**config.mk**
```make
export PLATFORM = sky130hd
export DESIGN_NAME = execute_pipe
export DESIGN_NICKNAME = d
export VERILOG_FILES = /design/src/rtl/execute_pipe.sv
export SDC_FILE = /design/constraint.sdc
export NUM_CORES = 1
export LEC_CHECK = 0
export CAP_MARGIN = 30
export CORE_MARGIN = 4
export CORE_UTILIZATION = 50
export DETAILED_ROUTE_END_ITERATION = 10
export PLACE_DENSITY = 0.85
export SETUP_SLACK_MARGIN = 0.5
export SYNTH_ARGS = -nofsm -noshare
export SYNTH_HDL_FRONTEND = slang
export SYNTH_SLANG_ARGS = --single-unit
```
**constraint.sdc**
```tcl
create_clock -name clk -period 1.9 [get_ports clk]
set_clock_uncertainty 0.05 [all_clocks]
set_input_delay 0.285 -clock clk [delete_from_list [all_inputs] [get_ports clk]]
set_output_delay 0.285 -clock clk [all_outputs]
set_load 0.02 [all_outputs]
```
**src/rtl/execute_pipe.sv**
```systemverilog
// Execute stage: operand select, ALU, branch resolution and next-PC into one valid/ready output slot.
// Define EXEC_MUL_EN to build in the iterative shift-add multiplier (MUL/MULH/MULHSU/MULHU).
module execute_pipe #(
  parameter int XLEN     = 32,
  parameter int MUL_BITS = 1
) (
  input  logic            clk,
  input  logic            rst_n,
  input  logic            in_valid,
  output logic            in_ready,
  input  logic [XLEN-1:0] r1_data,
  input  logic [XLEN-1:0] r2_data,
  input  logic [XLEN-1:0] imm,
  input  logic [XLEN-1:0] pc,
  input  logic [3:0]      alucode,
  input  logic            using_r2,
  input  logic            using_pc,
  input  logic [3:0]      info_branch,
  input  logic            is_mul,
  input  logic [1:0]      mul_op,
  input  logic            write_reg,
  input  logic [2:0]      info_load,
  input  logic [1:0]      info_store,
  input  logic [4:0]      dstreg_addr,
  input  logic            flush,
  output logic            out_valid,
  input  logic            out_ready,
  output logic [XLEN-1:0] alu_result,
  output logic [XLEN-1:0] next_pc,
  output logic [XLEN-1:0] rs2E,
  output logic            redirect,
  output logic            write_regE,
  output logic [2:0]      info_loadE,
  output logic [1:0]      info_storeE,
  output logic [4:0]      dstreg_addrE,
  output logic            busy
);
  localparam logic [3:0] ALU_ADD = 4'd0, ALU_SUB = 4'd1, ALU_SLL = 4'd2, ALU_SLT = 4'd3,
                         ALU_SLTU = 4'd4, ALU_XOR = 4'd5, ALU_SRL = 4'd6, ALU_SRA = 4'd7,
                         ALU_OR = 4'd8, ALU_AND = 4'd9, ALU_PASSB = 4'd10;
  localparam logic [3:0] BR_NONE = 4'd0, BR_JAL = 4'd1, BR_JALR = 4'd2, BR_BEQ = 4'd3,
                         BR_BNE = 4'd4, BR_BLT = 4'd5, BR_BGE = 4'd6, BR_BLTU = 4'd7,
                         BR_BGEU = 4'd8;
  localparam int SHW = $clog2(XLEN);

  typedef enum logic [1:0] {S_IDLE, S_MUL, S_DONE} state_t;

  state_t          state;
  logic            slot_free, accept, load_alu, load_mul, cond, taken;
  logic [SHW-1:0]  shamt;
  logic [XLEN-1:0] op_a, op_b, alu_out, pc_plus4, jalr_target, target;
  logic [XLEN-1:0] res_d, npc_d, rs2_d;
  logic            red_d, wr_d;
  logic [2:0]      ld_d;
  logic [1:0]      st_d;
  logic [4:0]      dst_d;
  logic [XLEN-1:0] mul_result, mul_npc, mul_rs2;
  logic            mul_wr;
  logic [2:0]      mul_ld;
  logic [1:0]      mul_st;
  logic [4:0]      mul_dst;

  assign slot_free = !out_valid || out_ready;
  assign in_ready  = (state == S_IDLE) && slot_free;
  assign accept    = in_valid && in_ready && !flush;
  assign pc_plus4  = pc + XLEN'(4);

  always_comb begin
    op_a    = using_pc ? pc : r1_data;
    op_b    = using_r2 ? r2_data : imm;
    shamt   = op_b[SHW-1:0];
    alu_out = '0;
    case (alucode)
      ALU_ADD:   alu_out = op_a + op_b;
      ALU_SUB:   alu_out = op_a - op_b;
      ALU_SLL:   alu_out = op_a << shamt;
      ALU_SLT:   alu_out = {{(XLEN-1){1'b0}}, $signed(op_a) < $signed(op_b)};
      ALU_SLTU:  alu_out = {{(XLEN-1){1'b0}}, op_a < op_b};
      ALU_XOR:   alu_out = op_a ^ op_b;
      ALU_SRL:   alu_out = op_a >> shamt;
      ALU_SRA:   alu_out = $signed(op_a) >>> shamt;
      ALU_OR:    alu_out = op_a | op_b;
      ALU_AND:   alu_out = op_a & op_b;
      ALU_PASSB: alu_out = op_b;
      default:   alu_out = '0;
    endcase
  end

  // Conditions always compare the register operands, independent of operand-B selection.
  always_comb begin
    jalr_target    = r1_data + imm;
    jalr_target[0] = 1'b0;
    cond = 1'b0;
    case (info_branch)
      BR_BEQ:  cond = (r1_data == r2_data);
      BR_BNE:  cond = (r1_data != r2_data);
      BR_BLT:  cond = ($signed(r1_data) < $signed(r2_data));
      BR_BGE:  cond = ($signed(r1_data) >= $signed(r2_data));
      BR_BLTU: cond = (r1_data < r2_data);
      BR_BGEU: cond = (r1_data >= r2_data);
      default: cond = 1'b0;
    endcase
    taken  = (info_branch == BR_JAL) || (info_branch == BR_JALR) || cond;
    target = (info_branch == BR_JALR) ? jalr_target : pc + imm;
  end

`ifdef EXEC_MUL_EN
  localparam int N  = XLEN / MUL_BITS;
  localparam int CW = $clog2(N + 1);

  state_t                   state_d;
  logic [CW-1:0]            count;
  logic [XLEN-1:0]          mcand, a_mag, b_mag;
  logic [2*XLEN-1:0]        prod, prod_step, prod_signed;
  logic [XLEN+MUL_BITS-1:0] partial, hi_sum;
  logic                     a_neg, b_neg, neg, want_low;

  // Multiply magnitudes; the low half of prod holds the not-yet-consumed multiplier digits.
  always_comb begin
    a_neg       = (mul_op != 2'd3) && r1_data[XLEN-1];
    b_neg       = !mul_op[1] && r2_data[XLEN-1];
    a_mag       = a_neg ? -r1_data : r1_data;
    b_mag       = b_neg ? -r2_data : r2_data;
    partial     = {{MUL_BITS{1'b0}}, mcand} * {{XLEN{1'b0}}, prod[MUL_BITS-1:0]};
    hi_sum      = {{MUL_BITS{1'b0}}, prod[2*XLEN-1:XLEN]} + partial;
    prod_step   = (2*XLEN)'({hi_sum, prod[XLEN-1:0]} >> MUL_BITS);
    prod_signed = neg ? -prod : prod;
    mul_result  = want_low ? prod_signed[XLEN-1:0] : prod_signed[2*XLEN-1:XLEN];
  end

  always_comb begin
    state_d = state;
    case (state)
      S_IDLE:  if (accept && is_mul) state_d = S_MUL;
      S_MUL:   if (count == CW'(1)) state_d = S_DONE;
      S_DONE:  if (slot_free) state_d = S_IDLE;
      default: state_d = S_IDLE;
    endcase
    if (flush) state_d = S_IDLE;
  end

  always_ff @(posedge clk or negedge rst_n) begin
    if (!rst_n) state <= S_IDLE;
    else        state <= state_d;
  end

  always_ff @(posedge clk or negedge rst_n) begin
    if (!rst_n) begin
      count <= '0; mcand <= '0; prod <= '0; neg <= 1'b0; want_low <= 1'b0;
      mul_npc <= '0; mul_rs2 <= '0; mul_wr <= 1'b0; mul_ld <= '0; mul_st <= '0; mul_dst <= '0;
    end else if (flush) begin
      count <= '0;
      prod  <= '0;
    end else if (state == S_IDLE && accept && is_mul) begin
      count    <= CW'(N);
      mcand    <= a_mag;
      prod     <= {{XLEN{1'b0}}, b_mag};
      neg      <= a_neg ^ b_neg;
      want_low <= (mul_op == 2'd0);
      mul_npc  <= pc_plus4;
      mul_rs2  <= r2_data;
      mul_wr   <= write_reg;
      mul_ld   <= info_load;
      mul_st   <= info_store;
      mul_dst  <= dstreg_addr;
    end else if (state == S_MUL) begin
      prod  <= prod_step;
      count <= count - CW'(1);
    end
  end

  assign busy     = (state != S_IDLE);
  assign load_mul = (state == S_DONE) && slot_free && !flush;
  assign load_alu = accept && !is_mul;
`else
  logic unused_mul_op;

  assign unused_mul_op = ^mul_op;
  assign state      = S_IDLE;
  assign busy       = 1'b0;
  assign load_mul   = 1'b0;
  assign load_alu   = accept;
  assign mul_result = '0;
  assign mul_npc    = '0;
  assign mul_rs2    = '0;
  assign mul_wr     = 1'b0;
  assign mul_ld     = '0;
  assign mul_st     = '0;
  assign mul_dst    = '0;
`endif

  // With the multiplier compiled out, is_mul reaches here and yields a zero, non-redirecting result.
  always_comb begin
    res_d = ((info_branch == BR_JAL) || (info_branch == BR_JALR)) ? pc_plus4 : alu_out;
    npc_d = taken ? target : pc_plus4;
    red_d = taken;
    rs2_d = r2_data;
    wr_d  = write_reg;
    ld_d  = info_load;
    st_d  = info_store;
    dst_d = dstreg_addr;
    if (is_mul) begin
      res_d = '0;
      npc_d = pc_plus4;
      red_d = 1'b0;
    end
    if (load_mul) begin
      res_d = mul_result; npc_d = mul_npc; red_d = 1'b0; rs2_d = mul_rs2;
      wr_d  = mul_wr;     ld_d  = mul_ld;  st_d  = mul_st; dst_d = mul_dst;
    end
  end

  always_ff @(posedge clk or negedge rst_n) begin
    if (!rst_n) begin
      out_valid <= 1'b0; alu_result <= '0; next_pc <= '0; rs2E <= '0; redirect <= 1'b0;
      write_regE <= 1'b0; info_loadE <= '0; info_storeE <= '0; dstreg_addrE <= '0;
    end else if (flush) begin
      out_valid <= 1'b0;
    end else if (load_alu || load_mul) begin
      out_valid    <= 1'b1;
      alu_result   <= res_d;
      next_pc      <= npc_d;
      rs2E         <= rs2_d;
      redirect     <= red_d;
      write_regE   <= wr_d;
      info_loadE   <= ld_d;
      info_storeE  <= st_d;
      dstreg_addrE <= dst_d;
    end else if (out_ready) begin
      out_valid <= 1'b0;
    end
  end

endmodule
```
==> impl_metrics.yaml, run 1 <==
synthesis:
  ys_types: 92
  synth_flop_cell: "dfrtp_1"
  yosysTopAreaCell: "dfrtp_1"
  synthTopCellsByArea: "dfrtp_1 (14%), ha_1 (13%), mux2i_1 (9.0%)"
  yosysSeqAreaShare_pct: 14.35
  synth-seq-cells: 109
  syn_area_per_cell_um2: 7.223
  syn_inst: 2632
  synth_edf_count: 0
  syn_area_um2: 19010
  synthArstFlopShare_pct: 100.0
  synth_nets: 2991
  synth_top_area_share_pct: 14.35
  ys_warn_count: 0
floorplanning:
  rows: 71
  die_w_um: 203.0
  io_pins: 268
  fp.dieH_um: 203.0
  start_util_pct: 50.59
global_routing:
  grt_pass1_vias: 42690
  grt_pass1_wl_um: 304400
  grt_max_degree: 94
  overflow: 1905
  grt_usage_pct: 95.84
clock_tree:
  cts_made_buffers: 9
  cts_root_buf: "clkbuf_16"
  clkSinkCount: 109
  cts_max_level: 3
  clk_path_buf_depth: 2
outcome:
  status: "did not finish"
  lastStage: "global routing (5_1_grt)"
  firstError: "[ERROR GRT-0116] Global routing finished with congestion. Check the congestion regions in the DRC Viewer."
placed_design:
  routabilityCongestion: 1.347
  dpl.hpwl_um: 92400
  numPortBuffers: 264
  dp_slack_ps: -2307
metal layers:
| layer | overflow | GRT usage, % |
|---|---|---|
| met1 | 168 | 90.04 |
| met2 | 1059 | 109.0 |
| met3 | 182 | 87.86 |
| met4 | 465 | 99.22 |
| met5 | 31 | 77.62 |
stage by stage:
step	instance area (µm²)	std cells	TNS, ps
after floorplan	19790	2632	-69050
after global placement	29490	4198	-122720
after detailed placement	29490	4198	-137790
after CTS	32440	4288	-77940
what timing repair did:
action,4_1_cts
gates cloned,5
pin swaps,134
resized for setup,741
hold buffers,1
buffers inserted,68
setup endpoints to repair,218
endpoints found under the hold margin,17
Yosys cell counts, types with 27 or more instances:
cell      count
nand2_1     344
a21oi_1     236
nor2_1      217
o21ai_0     201
ha_1        198
mux2i_1     170
inv_1       148
dfrtp_1     109
clkbuf_1    104
nand3_1      56
a211oi_1     52
a21o_1       49
xnor2_1      49
nor3_1       44
xor2_1       41
o22ai_1      39
o211ai_1     36
nand2b_1     27
logic make-up after synthesis:
logic type | share of synthesized area, %
and+or+nand+nor | 19.18
DFF | 14.35
other | 0.01972
xor gates and xnor gates | 4.146
buffers and inverters | 6.680
muxes | 11.58
adders and majority gates | 13.45
AOI/OAI and AO/OA | 30.60
==> run 2: changes to the inputs <==
Settings changed: CORE_UTILIZATION 50 to 35, PLACE_DENSITY 0.85 to not set, PLACE_DENSITY_LB_ADDON set to 0.15, SETUP_SLACK_MARGIN 0.5 to not set.
Clock period 1.9 ns to 2.45 ns, I/O delays scaled along.
==> run 2 against run 1 <==
  * The flow now finishes, with violations (setup timing)
  * Synthesized cell count unchanged
  * Synthesized area unchanged
==> impl_metrics.yaml, run 2 <==
outcome:
  status: "finished with violations"
  violations: "setup timing"
synthesis:
  syn_area_per_cell_um2: 7.223
  syn_area_um2: 19010
  syn_inst: 2632
  synthTopCellsByArea: "dfrtp_1 (14%), ha_1 (13%), mux2i_1 (9.0%)"
  synth_edf_count: 0
  yosysTopAreaCell: "dfrtp_1"
  synth_nets: 2991
  ys_warn_count: 0
  netlist_top_cells_count: "nand2_1 (344), a21oi_1 (236), nor2_1 (217)"
  synthArstFlopShare_pct: 100.0
  yosysSeqAreaShare_pct: 14.35
  synth_flop_cell: "dfrtp_1"
  synth_top_area_share_pct: 14.35
  yosys.cell_count.top_type: "nand2_1"
  ys_types: 92
  synth-seq-cells: 109
timing:
  post-route-period-util_pct: 141.3
  setup_ws_ps: -1012
  hold_viol: 0
  period_needed_ps: 3462
  holdWs_ps: 214.7
  tightest_slew_ps: 680.4
  fmax_ghz: 0.2889
  maxSlewViolCount: 0
  relSlewSlack_pct: 54.47
  rsz0062_at_grt: "yes"
  setup_viol: 65
cells_and_area:
  drive_gt1_share_pct: 46.49
  reg.largest.list: "alu_result: 32 flops, next_pc: 32 flops, rs2E: 32 flops"
  final_common_cell: "buf_4"
  layout_common_cells: "buf_4 (1022), nand2_1 (327), nor2_1 (187)"
  fin_util_pct: 66.09
  area_growth_pct: 87.06
  fin_nets: 4262
global_routing:
  grt_usage_pct: 39.17
  antenna_found_initial: 3
  grt_max_degree: 69
  overflow: 0
  grt_pass1_vias: 26490
  grt_pass1_wl_um: 170000
placed_design:
  routabilityCongestion: 1.087
  dpl.hpwl_um: 96380
  numPortBuffers: 264
job:
  maxCapViolCount: 0
power_and_ir_drop:
  peakVddDrop_uv: 413.4
  power_per_cell_area_nw_per_um2: 410.8
  p_leak_uw: 0.01635
setup_path:
  start_kind: "primary input"
  critical_path_class: "primary input to flop"
  crit_chain: "buf_8 > buf_12 > buf_6 > mux2i_4 > inv_4 > buf_8 > ha_4 > fa_2 > a211oi_4 > o21ai_1 > a31o_2 > a31o_4 > a21o_1 > nand2_4 > buf_6 > o22ai_2 > mux2i_2 > o211ai_1 > a22o_1"
  crit_required_ps: 2690
  critical_path.endpoint_type: "flop"
  worstPathMaxFanout: 4
  max_stage_delay_ps: 360
  cp.arrival_ps: 3700
  slowest_stage: "fa_2"
floorplanning:
  fp.dieH_um: 241.1
  core_um2: 53810
  die-area_um2: 58110
  die_w_um: 241.1
  rows: 85
  start_util_pct: 35.33
  io_pins: 268
clock_tree:
  path_clk_slew_ps: 80
  cts_made_buffers: 9
  clkSinkCount: 109
  cts_root_buf: "clkbuf_16"
  clk_path_buf_depth: 2
  cts_max_level: 3
  cts_tree: "yes"
  worstSkewPairLatency_ps: 400
route:
  drt_first_pass_iters: 6
  drt_iter0_drc: 2868
  antenna_left: 0
  drc: 0
  drt-vias-per-instance: 5.931
  wire_per_inst_um: 26.28
  wl_um: 121000
  vias: 27320
min_path:
  hp-class: "primary input to flop"
## run 2: timing repair
item | CTS | global route
endpoints found under the setup margin | 65 | 82
setup buffers | 89 | 57
resized for setup | 555 | 531
endpoints found under the hold margin | 24 | 0
gates cloned | 6 | 1
pin swaps | 124 | 214
hold buffers | 1 | 0
## run 2: path summary, 6_finish.rpt
kind	to	cells past startpoint	from	slack [ps]
max	alu_result[22]	19	using_r2	-1010
min	rs2E[25]	3	r2_data[25]	210
max reg2reg	alu_result[27]	11	out_valid	-130
min reg2reg	info_loadE[2]	2	info_loadE[2]	430
max in group asynchronous	alu_result[1]	3	rst_n	1350
min in group asynchronous	rs2E[18]	2	rst_n	380
## run 2: final cells by class
class	instances	area, µm²
multi-input cells	2212	19010
fillers	4548	18250
repair buffers	1417	12050
flip-flops and latches	109	2728
well taps	696	870.8
inverters	154	616.8
clock buffers	10	239.0
clock inverters	6	43.79
diodes	2	5.005
## run 2: critical path, delay by kind of cell
kind                       cells  cell delay, ps
buffers and inverters          6             650
adders and majority gates      2             520
muxes                          2             500
AOI/OAI and AO/OA              8            1570
and+or+nand+nor                1              80
## run 2: where the power goes
group | internal [µW] | switching (µW) | total [µW]
clock | 729 | 830 | 1560
combinational | 5100 | 5660 | 10800
sequential | 2080 | 214 | 2290
## run 2: kinds of logic after synthesis
family	synth area share (%)
AO/OA/AOI/OAI	30.60
flip-flops	14.35
adder cells (fa/ha/maj)	13.45
multiplexers	11.58
XOR/XNOR	4.146
buffers and inverters	6.680
AND/OR/NAND/NOR	19.18
other	0.01972
## run 2: routing by layer
metal	global-route usage [%]	wire [µm]
met3	6.251	11190
met5	0	13
met1	52.14	49350
met2	63.21	53810
met4	16.68	6674
## run 2: stage by stage
stage / instance area (µm²) / std cells / total power (µW) / setup slack (ps) / TNS (ps)
final: 35560 / 4606 / 14610 / -1012 / -41060
after floorplan: 19670 / 2632 / 6309 / -1358 / -38720
after detailed placement: 30370 / 4455 / 11010 / -1889 / -105510
after global routing: 35560 / 4605 / 15220 / -1071 / -45690
after CTS: 33490 / 4560 / 13530 / -1028 / -45280
after global placement: 30370 / 4455 / 10930 / -1911 / -101240
No activity file was read; power rests on OpenSTA's default activity.
